<file path="src/rtl/fetch_unit.sv">
// Instruction-fetch front end: sequential PC generation, req/gnt memory port,
// in-order fetch queue with wrong-path squash on Decode/Execute redirects.
module fetch_unit #(
    parameter int              XLEN     = 32,
    parameter int              DEPTH    = 2,
    parameter logic [XLEN-1:0] RESET_PC = '0
) (
    input  logic            clk,
    input  logic            reset_n,
    input  logic            StallF,
    input  logic            redirect_D,
    input  logic [XLEN-1:0] target_D,
    input  logic            redirect_E,
    input  logic [XLEN-1:0] target_E,
    output logic            imem_req,
    output logic [XLEN-1:0] imem_addr,
    input  logic            imem_gnt,
    input  logic            imem_rvalid,
    input  logic [31:0]     imem_rdata,
    output logic            valid_F,
    output logic [31:0]     instr_F,
    output logic [XLEN-1:0] pc_F,
    output logic [XLEN-1:0] pcplus4_F
);

    localparam int              CNT_W   = $clog2(DEPTH + 1);
    localparam int              DW      = CNT_W + 1;
    localparam int              PTR_W   = (DEPTH > 1) ? $clog2(DEPTH) : 1;
    localparam logic [CNT_W-1:0] DEPTH_C = CNT_W'(DEPTH);
    localparam logic [PTR_W-1:0] LAST_P  = PTR_W'(DEPTH - 1);
    localparam logic [31:0]     NOP     = 32'h0000_0013;
    localparam logic [XLEN-1:0] FOUR    = XLEN'(4);

    function automatic logic [PTR_W-1:0] ptr_inc(input logic [PTR_W-1:0] p);
        return (p == LAST_P) ? '0 : p + 1'b1;
    endfunction

    logic [XLEN-1:0]  pc;
    logic             started;
    logic [CNT_W-1:0] drop_cnt;
    logic [CNT_W-1:0] count;
    logic [CNT_W-1:0] ucnt;
    logic [PTR_W-1:0] head;
    logic [PTR_W-1:0] tail;
    logic [PTR_W-1:0] fptr;
    logic [XLEN-1:0]  q_pc    [DEPTH];
    logic [31:0]      q_instr [DEPTH];
    logic [DEPTH-1:0] q_filled;

    logic             issue;
    logic             fill;
    logic             drop_hit;
    logic             pop;
    logic             redirect;
    logic [XLEN-1:0]  tgt;
    logic [DW-1:0]    occ;
    logic [DW-1:0]    drop_redir;
    logic             unused_bits;

    assign unused_bits = ^{target_E[1:0], target_D[1:0]};

    assign occ      = {1'b0, count} + {1'b0, drop_cnt};
    assign redirect = redirect_E | redirect_D;
    assign tgt      = redirect_E ? target_E : target_D;
    assign valid_F  = (count != '0) && q_filled[head];
    assign pop      = valid_F && !StallF && !redirect;

    // A full queue may still issue when its head leaves this cycle, which
    // keeps a zero-wait memory streaming at one instruction per cycle.
    assign imem_req  = started && ((occ < {1'b0, DEPTH_C}) || (pop && count == DEPTH_C));
    assign imem_addr = pc;
    assign issue     = imem_req && imem_gnt;
    assign drop_hit  = imem_rvalid && (drop_cnt != '0);
    assign fill      = imem_rvalid && (drop_cnt == '0) && (ucnt != '0);

    // Every request still owed a response becomes a word to discard.
    assign drop_redir = {1'b0, drop_cnt} + {1'b0, ucnt} + DW'(issue)
                      - DW'(drop_hit) - DW'(fill);

    assign instr_F   = valid_F ? q_instr[head] : NOP;
    assign pc_F      = valid_F ? q_pc[head] : '0;
    assign pcplus4_F = valid_F ? q_pc[head] + FOUR : '0;

    always_ff @(posedge clk or negedge reset_n) begin
        if (!reset_n) begin
            pc       <= {RESET_PC[XLEN-1:2], 2'b00};
            started  <= 1'b0;
            drop_cnt <= '0;
            count    <= '0;
            ucnt     <= '0;
            head     <= '0;
            tail     <= '0;
            fptr     <= '0;
            q_filled <= '0;
            for (int i = 0; i < DEPTH; i++) begin
                q_pc[i]    <= '0;
                q_instr[i] <= NOP;
            end
        end else begin
            started <= 1'b1;
            if (issue) q_pc[tail] <= pc;
            if (fill)  q_instr[fptr] <= imem_rdata;
            if (redirect) begin
                pc       <= {tgt[XLEN-1:2], 2'b00};
                count    <= '0;
                ucnt     <= '0;
                head     <= '0;
                tail     <= '0;
                fptr     <= '0;
                q_filled <= '0;
                drop_cnt <= drop_redir[CNT_W-1:0];
            end else begin
                if (issue) begin
                    pc             <= pc + FOUR;
                    tail           <= ptr_inc(tail);
                    q_filled[tail] <= 1'b0;
                end
                if (fill) begin
                    fptr           <= ptr_inc(fptr);
                    q_filled[fptr] <= 1'b1;
                end
                if (pop)      head     <= ptr_inc(head);
                if (drop_hit) drop_cnt <= drop_cnt - 1'b1;
                count <= count + CNT_W'(issue) - CNT_W'(pop);
                ucnt  <= ucnt + CNT_W'(issue) - CNT_W'(fill);
            end
        end
    end

    // A response with nothing outstanding means the memory broke ordering.
    rvalid_has_owner: assert property (@(posedge clk) disable iff (!reset_n)
        imem_rvalid |-> (drop_cnt != '0 || ucnt != '0));

endmodule

</file>
<file path="config.mk">
export PLATFORM = sky130hd
export DESIGN_NAME = fetch_unit
export DESIGN_NICKNAME = d
export VERILOG_FILES = /design/src/rtl/fetch_unit.sv
export SDC_FILE = /design/constraint.sdc
export NUM_CORES = 1
export LEC_CHECK = 0
export ABC_AREA = 0
export CORE_MARGIN = 5
export CORE_UTILIZATION = 54
export CTS_CLUSTER_DIAMETER = 80
export CTS_CLUSTER_SIZE = 40
export DETAILED_ROUTE_END_ITERATION = 7
export GPL_ROUTABILITY_DRIVEN = 1
export GPL_TIMING_DRIVEN = 0
export PLACE_DENSITY = 0.93
export SLEW_MARGIN = 40
export SYNTH_ARGS = -nofsm -noshare
export SYNTH_HDL_FRONTEND = slang
export SYNTH_SLANG_ARGS = --single-unit
</file>
<file path="constraint.sdc">
create_clock -name clk -period 8.4 [get_ports clk]
set_clock_uncertainty 0.1 [all_clocks]
set_input_delay 2.52 -clock clk [delete_from_list [all_inputs] [get_ports clk]]
set_output_delay 2.52 -clock clk [all_outputs]
set_load 0.01 [all_outputs]
</file>
==> flow_summary.yaml, run 1 <==
clock_network:
  clk_latency_ps: 430
  clock_tree.buffer_depth: 2
  cts.htree.levels: 4
  cts.clk_slew.worst_paths_ps: 70
  post_cts_resize_count: 0
  cts_setup_buffers: 0
  cts-buffers-inserted: 17
  tritoncts: "yes"
  hold_buffers: 0
  cts.root.buffer_cell: "clkbuf_16"
  cts.sink_count: 166
placement:
  numPortBuffers: 220
  place.detailed.instances: 1339
  post-dp-hpwl_mm: 21.4
  routabilityCongestion: 0.934
  placement.cell_area_um2: 12000
power:
  total_power_mw: 2.75
  maximum_vdd_ir_drop_v: 0.000181
  p_int_mw: 1.88
  power.share.switching_pct: 31.7
  power-per-cell-area_nw_per_um2: 217
  netSwitchingPower_uw: 870
  clkPwrFrac_pct: 32.3
  seq_power_share_pct: 41.5
  total_leakage_power_nw: 5.25
  portion_of_total_power_attributed_to_combinational_logic_pct: 26.3
global_routing:
  pin_count_of_the_biggest_net_entering_global_routing: 69
  first_global_vias: 8520
  grt_pass1_wl_mm: 46.3
  track_usage_pct: 29.4
  antenna_found_initial: 0
  globalRouteOverflowTotal: 0
floorplanning:
  floorplan.initialDensity_pct: 54.8
  die-height_um: 142
  die_width_um: 142
  dieArea_um2: 20200
  fp.coreArea_um2: 17200
  io-pin-count: 233
  row_count: 48
worst_setup_path:
  crit_path_max_incr_delay_ps: 580
  worstSetupEndpointType: "output port"
  critical_path.most_common_cell: "clkdlybuf4s50_1"
  timing.critical_path.arrival_ps: 4310
  crit_slowest_cell: "clkdlybuf4s50_1"
  worst-endpoint-required_ps: 5780
  crit_type: "primary input to output port"
  critPathMaxFanout: 4
  crit_path_cell_trace: "clkdlybuf4s50_1 > nor3b_2 > a31oi_4 > nor2b_1 > clkdlybuf4s50_1"
  crit_path_start_kind: "primary input"
timing:
  timing.fmax_mhz: 144
  min_period_over_period_pct: 82.5
  setup-violations-final: 0
  final_max_slew_viol_count: 0
  report.final.hold_viol_count: 0
  final.hold.worst_slack_ps: 396
  maxSlewHeadroom_pct: 42.8
  fin_crit_ps: 6930
  worstMarginPinSlew_ps: 853
  rsz0062_at_grt: "no"
  fin_setup_tns_ps: 0
layout:
  diodes: 0
  post-route-cell-area_um2: 12600
  nFillCells: 1148
  flow.area_growth_from_synthesis_pct: 34.2
  most-common-layout-cells: "219 x clkdlybuf4s50_1, 160 x dfrtp_1, 122 x nor2_1"
  final_common_cell: "clkdlybuf4s50_1"
  net_count_of_the_finished_layout: 1247
  post_layout_cell_count: 1371
  drive_gt1_share_pct: 18.9
synthesis:
  ys.flop_type: "dfrtp_1"
  post_synth_main_area_contributors: "dfrtp_1 43%, mux2_2 11%, mux2i_1 6.9%"
  ys_async_sr_fraction_pct: 100
  synth-seq-area-share_pct: 44.2
  syn_area_per_cell_um2: 10.6
  synth_edf_count: 0
  synth_top_cell_by_area: "dfrtp_1"
  synth-warning-count: 0
  synth_top_cell_area_share_pct: 42.5
  synth_cell_type_count: 72
  synth_cells: 887
  postSynthRegisterBits: 166
  syn-cell-area_um2: 9420
detailed_routing:
  drt-vias-per-instance: 6.02
  overall_routed_net_length_mm: 29.7
  dr.pass1.iters: 7
  via_count: 8257
  remaining_drc_errors: 0
  antenna_violating_nets_post_route: 0
  route.detailed.wl_per_inst_um: 21.6
  drtIter0Drc: 791
min_path:
  worst_hold_path_type: "register to register"
outcome:
  outcome: "completed"
run:
  cap_viol_max_count: 0
==> Yosys cell counts, types with 4 or more instances <==
cell type and n:
dfrtp_1 160, nor2_1 122, mux2_2 92, mux2i_1 65
nand2_1 56, a21oi_1 48, xnor2_1 25, buf_2 23
xor2_1 23, mux2_4 21, o21ai_0 20, clkbuf_1 19
inv_1 18, nand3_1 17, nor2b_1 16, a211oi_1 13
nor3_1 10, buf_4 9, nand4_1 8, and2_1 7
ha_1 7, dfstp_2 6, mux2_1 6, nor4_1 6
nand3b_1 5, nor3_2 5, o31ai_1 5, buf_1 4
fa_1 4, nand2b_1 4, nor4_2 4
==> cell type report <==
cell class                      instances  area [um2]  area share, %
Tap cell                              225         282           2.23
Multi-Input combinational cell        648        4880           38.6
Inverter                               19        71.3          0.564
Sequential cell                       166        4160           32.9
Clock buffer                           17         425           3.37
Buffer                                 59         323           2.55
Clock inverter                         15         236           1.87
Timing Repair Buffer                  222        2260           17.9
==> cell families (layout without fill, tap and decap cells) <==
| group | Yosys count | after routing | synth area share [%] |
|---|---|---|---|
| xor gates and xnor gates | 48 | 48 | 4.47 |
| other | 2 | 7 | 0.0798 |
| DFF | 166 | 166 | 44.2 |
| adders and majority gates | 11 | 11 | 1.78 |
| and+or+nand+nor | 280 | 280 | 14.8 |
| AOI/OAI and AO/OA | 117 | 117 | 8.36 |
| muxes | 185 | 185 | 22.1 |
| buffers and inverters | 78 | 332 | 4.19 |
==> worst paths after layout <==
kind                          start           end  slack, ps  depth (start not counted)
max                          StallF      imem_req       1470                          5
min                        q_pc[14]      q_pc[14]        400                          2
max reg2reg                    head      count[1]       4840                         13
min reg2reg                q_pc[14]      q_pc[14]        400                          2
max in group asynchronous   reset_n   q_instr[36]       5300                          3
min in group asynchronous   reset_n  imem_addr[2]       1870                          1
==> flip-flops by register name, indices dropped and copies added (netlist names) <==
register	cells
count	2
drop_cnt	2
q_filled	2
q_pc	60
fptr	1
q_instr	64
head	1
imem_addr	30
started	1
ucnt	2
tail	1
==> metrics by stage <==
step,setup WS [ps],utilization (%)
after floorplan,2490,-
after global placement,-1790,69.4
after detailed placement,1480,69.7
after CTS,1470,73.6
after global routing,1370,73.6
final,1470,73.6
==> power by group through the flow <==
stage | logic [mW] | clock network (mW) | registers, mW
6_report | 0.721 | 0.887 | 1.14
5_1_grt | 0.786 | 0.925 | 1.15
4_1_cts | 0.721 | 0.891 | 1.13
3_5_place_dp | 0.708 | 0 | 1.14
3_3_place_gp | 0.670 | 0 | 1.12
2_1_floorplan | 0.491 | 0 | 1.09
==> layer usage <==
metal | track usage, % | vias up | part of all wire [%]
met4 | 11.1 | 0 | 3.9
met1 | 36.0 | 4042 | 37
met3 | 7.66 | 118 | 10
met5 | 0 | - | 0
met2 | 50.0 | 509 | 49
li1 | - | 3588 | -
==> worst max-delay path: cells and delay by family <==
| family | cells | cell delay, ps |
|---|---|---|
| buffers and inverters | 2 | 1050 |
| AND/OR/NAND/NOR | 2 | 550 |
| AO/OA/AOI/OAI | 1 | 200 |
No activity file was read; power rests on OpenSTA's default activity.
==> run 2: changes to the inputs <==
--- a/config.mk
+++ b/config.mk
@@ -7,13 +7,13 @@
 export LEC_CHECK = 0
 export ABC_AREA = 0
 export CORE_MARGIN = 5
-export CORE_UTILIZATION = 54
+export CORE_UTILIZATION = 45
 export CTS_CLUSTER_DIAMETER = 80
 export CTS_CLUSTER_SIZE = 40
 export DETAILED_ROUTE_END_ITERATION = 7
 export GPL_ROUTABILITY_DRIVEN = 1
 export GPL_TIMING_DRIVEN = 0
-export PLACE_DENSITY = 0.93
+export PLACE_DENSITY = 0.84
 export SLEW_MARGIN = 40
 export SYNTH_ARGS = -nofsm -noshare
 export SYNTH_HDL_FRONTEND = slang
==> constraint.sdc (replaced) <==
create_clock -name clk -period 5.6 [get_ports clk]
set_clock_uncertainty 0.1 [all_clocks]
set_input_delay 1.68 -clock clk [delete_from_list [all_inputs] [get_ports clk]]
set_output_delay 1.68 -clock clk [all_outputs]
set_load 0.01 [all_outputs]
==> flow_summary.yaml, run 2 (synthesis results as in run 1) <==
global_routing:
  pin_count_of_the_biggest_net_entering_global_routing: 79
  antenna_found_initial: 0
  first_global_vias: 7957
  track_usage_pct: 22.6
  globalRouteOverflowTotal: 0
  grt_pass1_wl_mm: 43.0
floorplanning:
  fp.coreArea_um2: 20800
  floorplan.initialDensity_pct: 45.2
  die_width_um: 155
  die-height_um: 155
  row_count: 53
  io-pin-count: 233
  dieArea_um2: 23900
timing:
  min_period_over_period_pct: 94.7
  final.hold.worst_slack_ps: 386
  fin_setup_tns_ps: 0
  maxSlewHeadroom_pct: 45.4
  setup-violations-final: 0
  final_max_slew_viol_count: 0
  timing.fmax_mhz: 189
  fin_crit_ps: 5300
  fin_ws_ps: 299
  worstMarginPinSlew_ps: 814
  report.final.hold_viol_count: 0
  rsz0062_at_grt: "no"
detailed_routing:
  drtIter0Drc: 622
  dr.pass1.iters: 5
  overall_routed_net_length_mm: 27.2
  remaining_drc_errors: 0
  antenna_violating_nets_post_route: 0
  route.detailed.wl_per_inst_um: 19.1
  via_count: 7821
  drt-vias-per-instance: 5.51
worst_setup_path:
  critPathMaxFanout: 10
  crit_path_start_kind: "register"
  worstSetupEndpointType: "output port"
  worst-endpoint-required_ps: 3820
  timing.critical_path.arrival_ps: 3520
  crit_type: "register to output port"
placement:
  post-dp-hpwl_mm: 20.8
  pre_cts_slack_ps: 386
  place.detailed.instances: 1389
  numPortBuffers: 220
  routabilityCongestion: 0.902
layout:
  max_flop_register: "q_instr"
  nFillCells: 1706
  multi_input_area_um2: 4880
  most-common-layout-cells: "219 x clkdlybuf4s50_1, 160 x dfrtp_1, 122 x nor2_1"
  net_count_of_the_finished_layout: 1247
  final_common_cell: "clkdlybuf4s50_1"
  flow.area_growth_from_synthesis_pct: 34.1
  drive_gt1_share_pct: 18.9
  largest_reg_flops: 64
  post_layout_cell_count: 1420
  diodes: 0
  sequential_cell_area_um2: 4160
clock_network:
  post_cts_resize_count: 0
  clock_tree.buffer_depth: 2
  cts.root.buffer_cell: "clkbuf_16"
  cts.htree.levels: 4
  tritoncts: "yes"
  cts-buffers-inserted: 17
  cts.clk_slew.worst_paths_ps: 60
  cts.sink_count: 166
  clk_latency_ps: 420
  hold_buffers: 0
  cts_setup_buffers: 0
power:
  power-per-cell-area_nw_per_um2: 309
  maximum_vdd_ir_drop_v: 0.000181
  total_leakage_power_nw: 5.21
run:
  cap_viol_max_count: 0
outcome:
  outcome: "completed"
min_path:
  worst_hold_path_type: "register to register"
[run 2: worst paths after layout]
kind                                from      endpoint  slack [ps]  depth (start not counted)
max in group asynchronous        reset_n   q_instr[36]        3700                          2
worst min register to register  q_pc[14]      q_pc[14]         390                          2
min in group asynchronous        reset_n  imem_addr[2]        1000                          1
worst max-delay path                head   instr_F[30]         300                          8
worst max register to register      head      count[1]        1970                         13
worst min-delay path            q_pc[14]      q_pc[14]         390                          2
[run 2: critical path: stages (launching register included)]
cell,delay (ps)
dfrtp_1,360
buf_4,160
buf_12,150
mux2_4,330
o21ai_1,450
clkbuf_1,610
buf_2,430
nor2_1,120
clkdlybuf4s50_1,490
[run 2: metal layers]
layer | share of wire, % | global-route usage (%) | vias to the layer above
met5 | 0 | 0 | -
met4 | 2.0 | 6.48 | 0
met3 | 8.3 | 5.26 | 46
met2 | 48 | 37.9 | 361
met1 | 41 | 29.4 | 3820
li1 | - | - | 3594
[run 2: stage by stage]
| stage | area, um2 | util [%] | total power [mW] |
|---|---|---|---|
| 2_1_floorplan | 9430 | - | 2.37 |
| 3_3_place_gp | 12000 | 57.5 | 2.69 |
| 3_5_place_dp | 12000 | 57.8 | 2.74 |
| 4_1_cts | 12600 | 60.6 | 3.91 |
| 5_1_grt | 12600 | 60.6 | 4.10 |
| 6_report | 12600 | 60.6 | 3.90 |
[run 2: layout make-up]
type	instances	area share, %
multi-input cells	648	38.6
flip-flops and latches	166	33.0
repair buffers	222	17.9
clock buffers	18	3.48
well taps	275	2.72
plain buffers	59	2.56
clock inverters	13	1.18
inverters	19	0.565
[run 2: power breakdown]
part | total, mW | switching (mW) | internal (mW) | leakage, nW
sequential | 1.69 | 0.229 | 1.46 | 2.16
combinational | 1.05 | 0.497 | 0.551 | 2.77
clock | 1.16 | 0.491 | 0.672 | 0.273
total | 3.90 | 1.22 | 2.68 | 5.21
